===== src/rtl/dump_pkg.sv =====
// dump_pkg: shared state encoding and sizing constants for the memory dump reader
package dump_pkg;
  localparam int ADDR_W = 8;
  localparam int WORD_BYTES = 4;
  localparam int MAX_WORDS = 64;
  typedef enum logic [1:0] {IDLE, FETCH, HOLD, DONE} state_e;
endpackage


===== src/rtl/mem_dump_reader_byte_assembler.sv =====
// byte_assembler: shifts captured bytes into a big-endian word and flags the last byte of each word
module byte_assembler
  import dump_pkg::*;
(
  input  logic                    clk,
  input  logic                    Reset,
  input  logic                    cap,
  input  logic [7:0]              din,
  output logic [8*WORD_BYTES-1:0] word,
  output logic                    last
);
  logic [8*WORD_BYTES-1:0] word_q, word_d;
  logic [1:0]              cnt_q, cnt_d;
  // earlier bytes move toward the MSBs so the lowest address ends up in 31:24
  always_comb begin
    word_d = cap ? {word_q[8*WORD_BYTES-9:0], din} : word_q;
    cnt_d  = cap ? cnt_q + 2'd1 : cnt_q;
  end
  // word and byte-count registers
  always_ff @(posedge clk) begin
    if (Reset) begin
      word_q <= '0;
      cnt_q  <= '0;
    end else begin
      word_q <= word_d;
      cnt_q  <= cnt_d;
    end
  end
  assign word = word_q;
  assign last = cap && cnt_q == 2'(WORD_BYTES - 1);
endmodule


===== src/rtl/mem_dump_reader.sv =====
// mem_dump_reader: reads word_count 4-byte words from a byte RAM and presents them with a ready/valid handshake; MEM_DUMP_CHECKSUM_EN adds a running word checksum
module mem_dump_reader
  import dump_pkg::*;
(
  input  logic              clk,
  input  logic              Reset,
  input  logic              start,
  input  logic [ADDR_W-1:0] base_addr,
  input  logic [6:0]        word_count,
  output logic [ADDR_W-1:0] mem_addr,
  output logic              mem_rd,
  input  logic [7:0]        mem_data,
  output logic [31:0]       dout,
  output logic [ADDR_W-1:0] dout_addr,
  output logic              dout_valid,
  input  logic              dout_ready,
  output logic              busy,
  output logic              done
`ifdef MEM_DUMP_CHECKSUM_EN
  ,
  output logic [31:0]       checksum
`endif
);
  state_e            state_q, state_d;
  logic [ADDR_W-1:0] addr_q, addr_d;
  logic [ADDR_W-1:0] mem_addr_q, mem_addr_d;
  logic [6:0]        count_q, count_d;
  logic [2:0]        phase_q, phase_d;
  logic              cap, last, handshake;
  logic              unused_low_bits;
  assign unused_low_bits = ^base_addr[1:0];
  assign mem_rd     = state_q == FETCH && phase_q < 3'(WORD_BYTES);
  assign cap        = state_q == FETCH && phase_q != 3'd0;
  assign mem_addr   = mem_rd ? addr_q + ADDR_W'(phase_q) : mem_addr_q;
  assign dout_addr  = addr_q;
  assign dout_valid = state_q == HOLD;
  assign busy       = state_q != IDLE;
  assign done       = state_q == DONE;
  assign handshake  = dout_valid && dout_ready;
  byte_assembler u_asm (
    .clk  (clk),
    .Reset(Reset),
    .cap  (cap),
    .din  (mem_data),
    .word (dout),
    .last (last)
  );
  // next-state, word address and remaining-count logic
  always_comb begin
    state_d    = state_q;
    addr_d     = addr_q;
    count_d    = count_q;
    phase_d    = state_q == FETCH ? phase_q + 3'd1 : 3'd0;
    mem_addr_d = mem_addr;
    unique case (state_q)
      IDLE: if (start) begin
        addr_d  = {base_addr[ADDR_W-1:2], 2'b00};
        count_d = word_count > 7'(MAX_WORDS) ? 7'(MAX_WORDS) : word_count;
        state_d = word_count == 7'd0 ? DONE : FETCH;
      end
      FETCH: if (last) state_d = HOLD;
      HOLD: if (dout_ready) begin
        addr_d  = addr_q + ADDR_W'(WORD_BYTES);
        count_d = count_q - 7'd1;
        state_d = count_q == 7'd1 ? DONE : FETCH;
      end
      DONE: state_d = IDLE;
    endcase
  end
  // control registers; reset abandons any dump in progress
  always_ff @(posedge clk) begin
    if (Reset) begin
      state_q    <= IDLE;
      addr_q     <= '0;
      mem_addr_q <= '0;
      count_q    <= '0;
      phase_q    <= '0;
    end else begin
      state_q    <= state_d;
      addr_q     <= addr_d;
      mem_addr_q <= mem_addr_d;
      count_q    <= count_d;
      phase_q    <= phase_d;
    end
  end
`ifdef MEM_DUMP_CHECKSUM_EN
  logic [31:0] sum_q, sum_d;
  // sum restarts when a dump is accepted and accumulates each delivered word
  always_comb begin
    sum_d = (state_q == IDLE && start) ? 32'd0 : handshake ? sum_q + dout : sum_q;
  end
  // checksum register
  always_ff @(posedge clk) begin
    if (Reset) sum_q <= '0;
    else sum_q <= sum_d;
  end
  assign checksum = sum_q;
`endif
endmodule


===== config.mk =====
export PLATFORM = sky130hd
export DESIGN_NAME = mem_dump_reader
export DESIGN_NICKNAME = d
export VERILOG_FILES = /design/src/rtl/dump_pkg.sv /design/src/rtl/mem_dump_reader_byte_assembler.sv /design/src/rtl/mem_dump_reader.sv
export SDC_FILE = /design/constraint.sdc
export NUM_CORES = 1
export LEC_CHECK = 0
export CAP_MARGIN = 20
export CORE_MARGIN = 4
export CORE_UTILIZATION = 37
export CTS_BUF_LIST = sky130_fd_sc_hd__clkbuf_8
export CTS_CLUSTER_DIAMETER = 120
export DETAILED_ROUTE_END_ITERATION = 8
export PLACE_DENSITY = 0.67
export SLEW_MARGIN = 20
export SYNTH_ARGS = -nofsm -noshare
export SYNTH_HDL_FRONTEND = slang
export SYNTH_SLANG_ARGS = --single-unit

===== constraint.sdc =====
create_clock -name clk -period 1.6 [get_ports clk]
set_input_delay 0.24 -clock clk [delete_from_list [all_inputs] [get_ports clk]]
set_output_delay 0.24 -clock clk [all_outputs]
set_load 0.02 [all_outputs]

==> flow_metrics.py <==
metrics = {
    "clock_tree": {
        "cts-root-buf": "clkbuf_8",
        "h-tree-depth": 3,
        "clock_sinks": 60,
        "cts_made_buffers": 9,
        "cts_tree": "built",
        "insertion_delay_ns": 0.34,
        "ctsLongestPathBuffers": 2,
        "clk_pin_slew_ns": 0.07,
    },
    "finish": {
        "diodes": 0,
        "drive_above_1_share_pct": 24.3,
        "finalInstanceArea_mm2": 0.00421,
        "layout.nets": 474,
        "syn_to_final_growth_pct": 54.3,
    },
    "sta": {
        "period_share_pct": 111,
        "setup_violations": 8,
        "whs_ns": 0.334,
        "final-hold-violation-count": 0,
        "fin_skew_ns": 0.0111,
        "setup_ws_ns": -0.182,
        "finalCriticalPeriod_ns": 1.78,
        "finalMaxSlewViolations": 0,
        "fmax_ghz": 0.561,
        "rsz0062_at_grt": "yes",
    },
    "hold_path": {
        "whs_endpoint": "mem_addr_q[2]",
        "hp-class": "in -> reg",
        "holdPathStages": 2,
        "hold_start": "Reset",
    },
    "power": {
        "vdd_drop_max_uv": 558,
        "leakagePower_nw": 2.00,
        "pwr_density_cell_mw_per_mm2": 954,
    },
    "yosys": {
        "yosys_warnings": 0,
        "synth_largest_area_cell": "dfxtp_1",
        "synth_seq_area_share_pct": 44.0,
        "synthDistinctLibCells": 43,
        "ys_seq_elements": 60,
        "synth-edff-count": 0,
        "synthTopCellsByCount": "nand2_1 (77), dfxtp_1 (60), a21oi_1 (50), nor2_1 (16), buf_4 (11)",
        "syn_inst": 332,
        "synth_area_leaders": "dfxtp_1 (44%), nand2_1 (11%), a21oi_1 (9.2%)",
        "synthArstFlopShare_pct": 0,
        "synth_ff_type": "dfxtp_1",
        "yosysTopAreaCellShare_pct": 44.0,
        "syn_avg_cell_area_um2": 8.22,
        "yosysMostFrequentCell": "nand2_1",
        "synth.cell_area_mm2": 0.00273,
    },
    "outcome": {
        "status": "complete, but fails checks",
        "violations": "negative setup slack",
    },
    "route": {
        "detail_route.wl_per_cell_um": 13.4,
        "drc_errors": 0,
        "drt-initial-drc-count": 150,
        "antenna_left": 0,
        "vias_per_cell": 4.86,
        "dr.pass1.iters": 4,
        "totalWireLength_um": 7260,
        "vias": 2643,
    },
    "floorplan": {
        "die_h_um": 93.9,
        "floorplan.initialDensity_pct": 37.8,
        "core_area_mm2": 0.00721,
        "num_rows": 31,
        "io_pins": 79,
        "dieWidth_um": 93.9,
        "dieArea_mm2": 0.00881,
    },
    "setup_path": {
        "reg2reg_depth": 5,
        "critPathKind": "reg -> out",
        "crit-reg2reg-capture": "state_q[1]",
        "reg2reg_slack_ns": 0.14,
        "cp-end-kind": "output pin",
        "critPathMaxFanout": 3,
        "regToRegStartpoint": "phase_q[0]",
        "crit_start": "phase_q[2]",
        "arrival_ns": 1.54,
        "crit_required_ns": 1.36,
        "crit_path_start_kind": "flop",
    },
    "grt": {
        "antenna_found_initial": 0,
        "overflow": 0,
        "first_global_vias": 2410,
        "grt_max_degree": 35,
        "track_usage_pct": 16.0,
        "grt_pass1_wl_um": 11100,
    },
    "placement": {
        "place_ws_ns": -0.286,
        "place_congestion": 0.796,
        "portBuffers": 74,
        "dpl_cell_area_mm2": 0.00375,
        "dp_hpwl_um": 4760,
    },
    "job": {
        "drv_cap": 0,
    },
}
## power breakdown
part           leakage (nW)  internal (W)  total, W  switching, W
clock network         0.110      0.000884   0.00151      0.000629
logic                  1.40      0.000441  0.000893      0.000452
registers             0.488       0.00156   0.00161     0.0000527
## cells by family (layout without fill, tap and decap cells)
| family | Yosys count | after routing | share of synthesized area, % |
|---|---|---|---|
| DFF | 60 | 60 | 44.0 |
| muxes | 5 | 5 | 2.02 |
| xor gates and xnor gates | 8 | 8 | 2.57 |
| and+or+nand+nor | 137 | 137 | 23.5 |
| adders and majority gates | 7 | 7 | 3.21 |
| AOI/OAI and AO/OA | 79 | 79 | 16.9 |
| buffers and inverters | 35 | 147 | 7.61 |
| other | 1 | 2 | 0.137 |
## how the worst max path moves through the flow
stage                     cells after the start     endpoint
after CTS                                     6  mem_addr[7]
after global placement                        6  mem_addr[7]
after floorplan                               5  mem_addr[7]
after detailed placement                      6  mem_addr[7]
final                                         5  mem_addr[6]
after global routing                          6  mem_addr[7]
## layout by cell type (no fill, tap or decap), types with 3 or more instances in the layout
cell / netlist / routed
xnor2_1: 6 / 5
clkdlybuf4s50_1: 0 / 32
buf_6: 4 / 12
a211oi_1: 5 / 5
clkbuf_8: 0 / 9
dlygate4sd2_1: 0 / 7
a21oi_2: 0 / 4
dlymetal6s2s_1: 0 / 22
and3_1: 7 / 7
nor3_1: 6 / 6
ha_1: 7 / 6
nor2_1: 16 / 13
o21ai_0: 9 / 9
dfxtp_2: 0 / 5
dfxtp_1: 60 / 55
nor3b_1: 3 / 3
nor2b_1: 6 / 5
nand2b_1: 5 / 4
inv_1: 9 / 9
mux2_4: 0 / 4
buf_2: 4 / 4
buf_4: 11 / 42
nand2_1: 77 / 76
a21oi_1: 50 / 46
## flip-flops by register name, indices dropped and copies added (netlist names)
register,cells
dout_addr,6
state_q,2
u_asm.word,32
count_q,7
phase_q,3
mem_addr_q,8
u_asm.cnt_q,2
## layer usage
metal | track usage [%] | part of all wire, % | up-vias
met4 | 8.30 | 2.0 | 0
met2 | 26.4 | 51 | 59
met5 | 0 | 0 | -
li1 | - | - | 1340
met3 | 3.53 | 3.8 | 12
met1 | 19.4 | 43 | 1232
## stage by stage
| stage | total power, W | utilization [%] | std cells | TNS, ns |
|---|---|---|---|---|
| 4_1_cts | 0.00400 | 56.0 | 540 | -1.32 |
| 2_1_floorplan | 0.00209 | - | 333 | 0 |
| 6_report | 0.00402 | 58.3 | 544 | -1.09 |
| 3_3_place_gp | 0.00244 | 51.9 | 519 | -2.64 |
| 5_1_grt | 0.00422 | 58.3 | 544 | -1.65 |
| 3_5_place_dp | 0.00245 | 51.9 | 519 | -2.84 |
## area by class of cell
cell class	count	area, µm²
Clock buffer	9	124
Clock inverter	7	98.8
Timing Repair Buffer	122	1170
Multi-Input combinational cell	238	1450
Tap cell	99	124
Sequential cell	60	1210
Fill cell	638	3010
Inverter	9	33.8
## worst max-delay path, cell delays in order, from the launching register on
cell	delay [ns]
dfxtp_2	0.36
ha_4	0.14
nand4_1	0.14
xnor2_1	0.17
mux2_4	0.27
buf_6	0.13
## repair_timing
action,in CTS,in global routing
resized for setup,77,48
pin swaps,11,9
hold buffers,0,0
endpoints found under the setup margin,19,37
buffers inserted,5,4
(Power assumes the default switching activity.)
==> RTL change (same settings) <==
The 4 states of `state_e` get a Gray code encoding in 2 bits.
--- a/src/rtl/dump_pkg.sv
+++ b/src/rtl/dump_pkg.sv
@@ -4,5 +4,5 @@
   localparam int WORD_BYTES = 4;
   localparam int MAX_WORDS = 64;
-  typedef enum logic [1:0] {IDLE, FETCH, HOLD, DONE} state_e;
+  typedef enum logic [1:0] {IDLE = 2'b00, FETCH = 2'b01, HOLD = 2'b11, DONE = 2'b10} state_e;
 endpackage
 
Check against the original RTL: same outputs for any inputs over 10 cycles, from zero or initial values and one cycle with Reset high; not proved beyond that.
==> RTL change against the unedited design <==
  * The run still ends with negative setup slack left
  * Cell area increased by 1.4%
  * Largest power group unchanged
  * Power fell by 8.4%
  * Sequential cell count did not move
  * Cell count increased by 1.1%
  * Synthesized cell count up 1.5%
  * Global-route usage up 0.53 points
  * Synthesized area decreased by 2.4%
  * Register-to-register slack worse by 0.19 ns
  * Setup slack worse by 0.014 ns
  * Sequential share of layout area shrank 0.29 points
  * Routed wire length rose by 2.4%
==> RTL change: results (changes against the unedited design) <==
outcome: "finished with violations"
violations: "negative setup slack"
synth.area.top_cells: "dfxtp_1, nand2_1, a21oi_1"
critPathMaxFanout: 2  # -1
met1Wirelength_mm: 3.25  # +2.9%
worstPathArrival_ns: 1.56  # +0.02 ns
drt_iter0_markers: 106  # -29%
gr-usage-met2: 0.272  # +0.00741
postPlaceCellArea_mm2: 0.00381  # +1.6%
yosys-top-cells-count: "nand2_1, dfxtp_1, a21oi_1, clkbuf_1, nor2_1"
drive_above_1_share: 0.262  # +0.0194
leakagePower_nw: 1.93  # -3.4%
setup_violations: 9  # +1
grtUsageMet3: 0.0496  # +0.0143
avgViaCountPerCell: 4.88  # +0.52%
wire_per_inst_um: 13.5  # +1.3%
place_ws_ns: -0.445  # -0.159 ns
wl_met3_um: 357  # +30%
grtUsageTotal: 0.166  # +0.00531
finalClockSkew_ns: 0.0111  # -0.0000758 ns
ir_worst_vdd_mv: 0.566  # +1.5%
synth.distinct_cells: 41  # -4.7%
grt_pass1_vias: 2495  # +3.5%
fin_ws_ns: -0.196  # -0.0138 ns
ys_seq_area_frac: 0.451  # +0.0108
grt_pass1_wl_mm: 11.5  # +3.9%
regArea_mm2: 0.00121  # +0.41%
-- RTL change: layout make-up --
type	count	share of cell area
tap	96	0.0281
inverter	10	0.00967
clock inverter	5	0.0120
clock buffer	11	0.0355
sequential	60	0.284
timing repair buffer	124	0.278
multi-input combinational	244	0.353
-- RTL change: power by group --
group / internal, mW / leakage (nW) / switching [mW]
clock network: 0.793 / 0.107 / 0.578
logic: 0.366 / 1.34 / 0.353
registers: 1.55 / 0.490 / 0.0421
-- RTL change: logic make-up after synthesis --
group / after synthesis / share of synthesized area
compound gates: 89 / 0.196
xor+xnor: 7 / 0.0230
fa+ha+maj: 7 / 0.0329
buf+inv: 34 / 0.0517
flops: 60 / 0.451
mux: 3 / 0.0127
other cells: 1 / 0.00141
simple gates: 136 / 0.231
-- RTL change: critical path, stage by stage, from the launching register on --
cell     delay [ns]
dfxtp_2        0.35
ha_4           0.13
nand4_1        0.16
nor2_1         0.16
xnor2_1        0.18
a21oi_2        0.08
buf_4          0.16
-- RTL change: per-stage QoR --
| stage | setup TNS, ns | instances |
|---|---|---|
| after global placement | -6.48 | 529 |
| after floorplan | -0.0542 | 338 |
| after CTS | -1.53 | 546 |
| final | -0.954 | 550 |
| after detailed placement | -6.87 | 529 |
| after global routing | -1.83 | 550 |
-- RTL change: final timing paths --
kind	start	slack, ns	to	depth (start not counted)
worst max-delay path	phase_q[2]	-0.20	mem_addr[7]	6
worst min-delay path	Reset	0.42	u_asm.cnt_q[0]	2
worst max register to register	count_q[2]	-0.05	count_q[5]	3
worst min register to register	phase_q[0]	0.45	phase_q[0]	1
-- RTL change: repair_timing --
action / CTS / global route
hold buffers: 0 / 0
setup buffers: 1 / 3
endpoints found under the setup margin: 30 / 47
gates resized for setup: 66 / 64
pin swaps: 6 / 14
gates cloned: 0 / 1
